<file path="src/rtl/modinv_check.sv">
// rtl/modinv_check.sv - checks that inv is the modular inverse of a mod m
// Sequential: reduce a mod m by restoring division, then shift-add multiply r*inv mod m.
module modinv_check #(
   parameter int W = 8
) (
   input  logic         clk,
   input  logic         rst_n,
   input  logic         start,
   input  logic [W-1:0] data_a,
   input  logic [W-1:0] data_b,
   input  logic [W-1:0] inv,
   output logic         busy,
   output logic         done,
   output logic [W-1:0] prod,
   output logic         inv_ok,
   output logic         err
);

   localparam int CW = $clog2(W + 1);
   localparam logic [CW-1:0] LAST = CW'(W - 1);

   typedef enum logic [1:0] {IDLE, REDUCE, MUL, DONE} state_t;

   state_t        state, state_nx;
   logic [W-1:0]  a_q, m_q, inv_q;
   logic [W:0]    rem_q, acc_q;
   logic [CW-1:0] cnt_q;

   logic [W:0] m_ext, div_t, div_r, dbl, dbl_r, sum, sum_r, mul_r;
   logic       last;

   // Every operand entering a mod step is < m, so one conditional subtract suffices.
   always_comb begin
      m_ext = {1'b0, m_q};
      div_t = {rem_q[W-1:0], a_q[W-1]};
      div_r = (div_t >= m_ext) ? div_t - m_ext : div_t;
      dbl   = {acc_q[W-1:0], 1'b0};
      dbl_r = (dbl >= m_ext) ? dbl - m_ext : dbl;
      sum   = dbl_r + rem_q;
      sum_r = (sum >= m_ext) ? sum - m_ext : sum;
      mul_r = inv_q[W-1] ? sum_r : dbl_r;
      last  = (cnt_q == LAST);
   end

   // A zero modulus is detected in the first REDUCE cycle, so it reaches DONE one edge after capture.
   always_comb begin
      state_nx = state;
      case (state)
         IDLE:    if (start) state_nx = REDUCE;
         REDUCE:  if (m_q == '0) state_nx = DONE;
                  else if (last) state_nx = MUL;
         MUL:     if (last) state_nx = DONE;
         DONE:    state_nx = IDLE;
         default: state_nx = IDLE;
      endcase
   end

   always_ff @(posedge clk or negedge rst_n) begin
      if (!rst_n) begin
         state  <= IDLE;
         a_q    <= '0;
         m_q    <= '0;
         inv_q  <= '0;
         rem_q  <= '0;
         acc_q  <= '0;
         cnt_q  <= '0;
         prod   <= '0;
         inv_ok <= 1'b0;
         err    <= 1'b0;
      end else begin
         state <= state_nx;
         case (state)
            IDLE: begin
               if (start) begin
                  a_q   <= data_a;
                  m_q   <= data_b;
                  inv_q <= inv;
                  rem_q <= '0;
                  acc_q <= '0;
                  cnt_q <= '0;
               end
            end
            REDUCE: begin
               if (m_q == '0) begin
                  prod   <= '0;
                  inv_ok <= 1'b0;
                  err    <= 1'b1;
               end else begin
                  rem_q <= div_r;
                  a_q   <= {a_q[W-2:0], 1'b0};
                  cnt_q <= last ? '0 : cnt_q + 1'b1;
               end
            end
            MUL: begin
               acc_q <= mul_r;
               inv_q <= {inv_q[W-2:0], 1'b0};
               cnt_q <= last ? '0 : cnt_q + 1'b1;
               if (last) begin
                  prod   <= mul_r[W-1:0];
                  inv_ok <= (mul_r == (W+1)'(m_q != W'(1)));
                  err    <= 1'b0;
               end
            end
            default: ;
         endcase
      end
   end

   assign busy = (state != IDLE);
   assign done = (state == DONE);

endmodule

</file>
<file path="config.mk">
export PLATFORM = sky130hd
export DESIGN_NAME = modinv_check
export DESIGN_NICKNAME = d
export VERILOG_FILES = /design/src/rtl/modinv_check.sv
export SDC_FILE = /design/constraint.sdc
export NUM_CORES = 1
export LEC_CHECK = 0
export CAP_MARGIN = 15
export CORE_UTILIZATION = 53
export DETAILED_ROUTE_END_ITERATION = 10
export PLACE_DENSITY = 0.77
export SLEW_MARGIN = 0
export SYNTH_ARGS = -nofsm -noshare
export SYNTH_HDL_FRONTEND = slang
export SYNTH_SLANG_ARGS = --single-unit
export TNS_END_PERCENT = 1
</file>
<file path="constraint.sdc">
create_clock -name clk -period 5.7 [get_ports clk]
set_input_delay 1.14 -clock clk [delete_from_list [all_inputs] [get_ports clk]]
set_output_delay 1.14 -clock clk [all_outputs]
set_load 0.005 [all_outputs]
</file>
==> qor.yml <==
synth_xor_area_share_pct: 3.867
dp_hpwl_um: 8465
drt_wl_total_um: 11770
final_max_slew_viol_count: 0
rows: 32
synth_cell_type_count: 62
first_global_vias: 3923
synth-edff-count: 0
end_kind: "flip-flop"
vias: 4065
dominantRegCellSynth: "dfrtp_1"
ys_top_cells_by_area: "dfrtp_1, ha_1, nand2_1"
critPathMaxStageDelay_ns: 0.52
clock_path_buffers: 2
fin_crit_ns: 5.585
grt_overflow: 0
syn_nets: 558
synth_mux_area_share_pct: 5.234
tightestPinTransition_ns: 1.169
max_cap_violations: 0
cp.arrival_ns: 5.83
die_w_um: 92.11
place_area_um2: 4847
cts_root_buf: "clkbuf_8"
yosysSeqAreaShare_pct: 33.15
hold_viol_final: 0
syn_inst: 489
cts.sinks: 57
grt_max_degree: 58
cts_tree: "done"
path_cells: "ha_1 -> ha_1 -> a211oi_2 -> a211o_1 -> and2_4 -> nor2_1 -> ha_1 -> inv_1 -> fa_1 -> nand2b_1 -> a21oi_2 -> a211oi_2 -> xnor2_1 -> ha_1 -> buf_4 -> o2bb2ai_1 -> a31oi_1 -> a211o_2 -> or4_1 -> o311a_1 -> or4_1 -> o31ai_2"
setup_viol: 0
netlist_area_um2: 4303
wl_per_cell_um: 18.08
synth_top_area_cell: "dfrtp_1"
ys_seq_elements: 57
ios: 39
fin_cells: 651
status: "finished, final reports clean"
first_pass_iters: 5
initial_utilization_pct: 55.11
crit_slowest_cell: "or4_1"
post_synth_fa_ha_maj_area_fraction_pct: 12.91
mostFrequentLayoutCells: "dfrtp_1, nand2_1, clkdlybuf4s50_1, o21ai_0, ha_1"
cpMostUsedCell: "ha_1"
diodes: 0
async_reset_ff_share_pct: 100.0
synth_top_area_share_pct: 33.15
drtIter0Drc: 396
timing.critical_path.buf_inv: 2
relSlewSlack_pct: 22.10
numCtsBuffers: 9
final_common_cell: "dfrtp_1"
coreArea_um2: 7807
dieHeight_um: 92.11
port_buffers: 38
finClkSkew_ns: 0.01262
ant_nets: 0
htreeDepth: 3
grt_pass1_wl_um: 19040
antenna_found_initial: 0
critPathLaunchType: "flip-flop"
grt_usage_pct: 28.67
drc: 0
hold-worst-slack_ns: 0.4798
synth-simple-area-share_pct: 16.72
vias_per_cell: 6.244
dpl.cell_count: 627
place_congestion: 0.9749
layout-drive-gt1-share_pct: 14.03
nNetsFinal: 614
fin_area_um2: 5225
synth_compound_area_share_pct: 24.11
avgSynthCellArea_um2: 8.799
worstPathMaxFanout: 8
cp.required_ns: 5.95
dieArea_um2: 8483
post-route-period-util_pct: 97.99
synth_top_family_by_area: "compound AO/OA/AOI/OAI gates"
cp_top_family: "compound AO/OA/AOI/OAI gates"
hp-class: "flip-flop to flip-flop"
areaGrowthSynthToFinish_pct: 21.43
yosys_warnings: 0
critPathKind: "flip-flop to flip-flop"
tns_ns: 0
fmax_ghz: 0.1790
clkTransAtPathRegs_ns: 0.08
worstSkewPairLatency_ns: 0.35
-- synth_stat cells, types with 7 or more instances --
master	count
dfrtp_1	57
mux2i_1	9
nand3_1	15
xnor2_1	13
o21ai_1	17
inv_1	28
clkbuf_1	14
nor2_1	32
a21o_1	7
o22ai_1	11
nand2_1	45
o21ai_0	33
nand4_1	8
mux2_2	12
a22o_1	8
a21oi_1	27
ha_1	38
nor3_1	15
-- path summary, 6_finish.rpt --
check | startpoint | to | slack, ns | depth (start not counted)
max in group asynchronous | rst_n | acc_q[0] | 4.21 | 2
hold reg to reg | a_q[5] | a_q[5] | 0.48 | 2
hold / removal | a_q[5] | a_q[5] | 0.48 | 2
setup / recovery | acc_q[0] | inv_ok | 0.11 | 22
min in group asynchronous | rst_n | rem_q[5] | 0.92 | 2
setup reg to reg | acc_q[0] | inv_ok | 0.11 | 22
-- kinds of logic after synthesis --
group,Yosys count
compound gates,155
simple gates,150
flops,57
buf+inv,45
fa+ha+maj,42
mux,21
xor+xnor,19
-- tightest hold or removal path: stages, from the launching register on --
cell and delay, ns:
dfrtp_1 0.34, nand2_1 0.04, o21ai_0 0.06
-- flip-flops by register name (all words and copies together) (netlist names) --
signal and cells:
a_q 8, acc_q 8, cnt_q 4, err 1
inv_ok 1, inv_q 8, m_q 8, prod 8
rem_q 9, state 2
-- what timing repair did --
| action | CTS | global route |
|---|---|---|
| hold buffers | 0 | 0 |
| buffers inserted | 0 | 9 |
| resized for setup | 2 | 19 |
| pin swaps | 1 | 7 |
| endpoints found under the hold margin | 0 | 0 |
| setup endpoints to repair | 1 | 1 |
-- through the flow --
stage / utilization [%] / setup WS [ns]
floorplan: - / 0.2319
global placement: 62.08 / 0.1292
detailed placement: 62.08 / -0.03254
CTS: 65.10 / 0.01266
global route: 66.92 / -0.07350
finish: 66.92 / 0.1146
-- final cells by class --
cell class / count / area [um^2]
Fill cell: 643 / 2582
Timing Repair Buffer: 61 / 548.0
Clock buffer: 11 / 151.4
Sequential cell: 57 / 1428
Multi-Input combinational cell: 387 / 2785
Clock inverter: 4 / 76.32
Tap cell: 102 / 127.6
Inverter: 29 / 108.9
-- layer usage --
metal  vias to the layer above  wire (um)  track usage, %
met5                         -          0               0
met2                       154       5598           44.71
met4                         0        269           9.896
met3                        26        680           5.473
met1                      1960       5223           39.82
li1                       1925          -               -
Power is not shown: default switching activity piles up to over one toggle a cycle in this logic, so the estimate is an artifact.
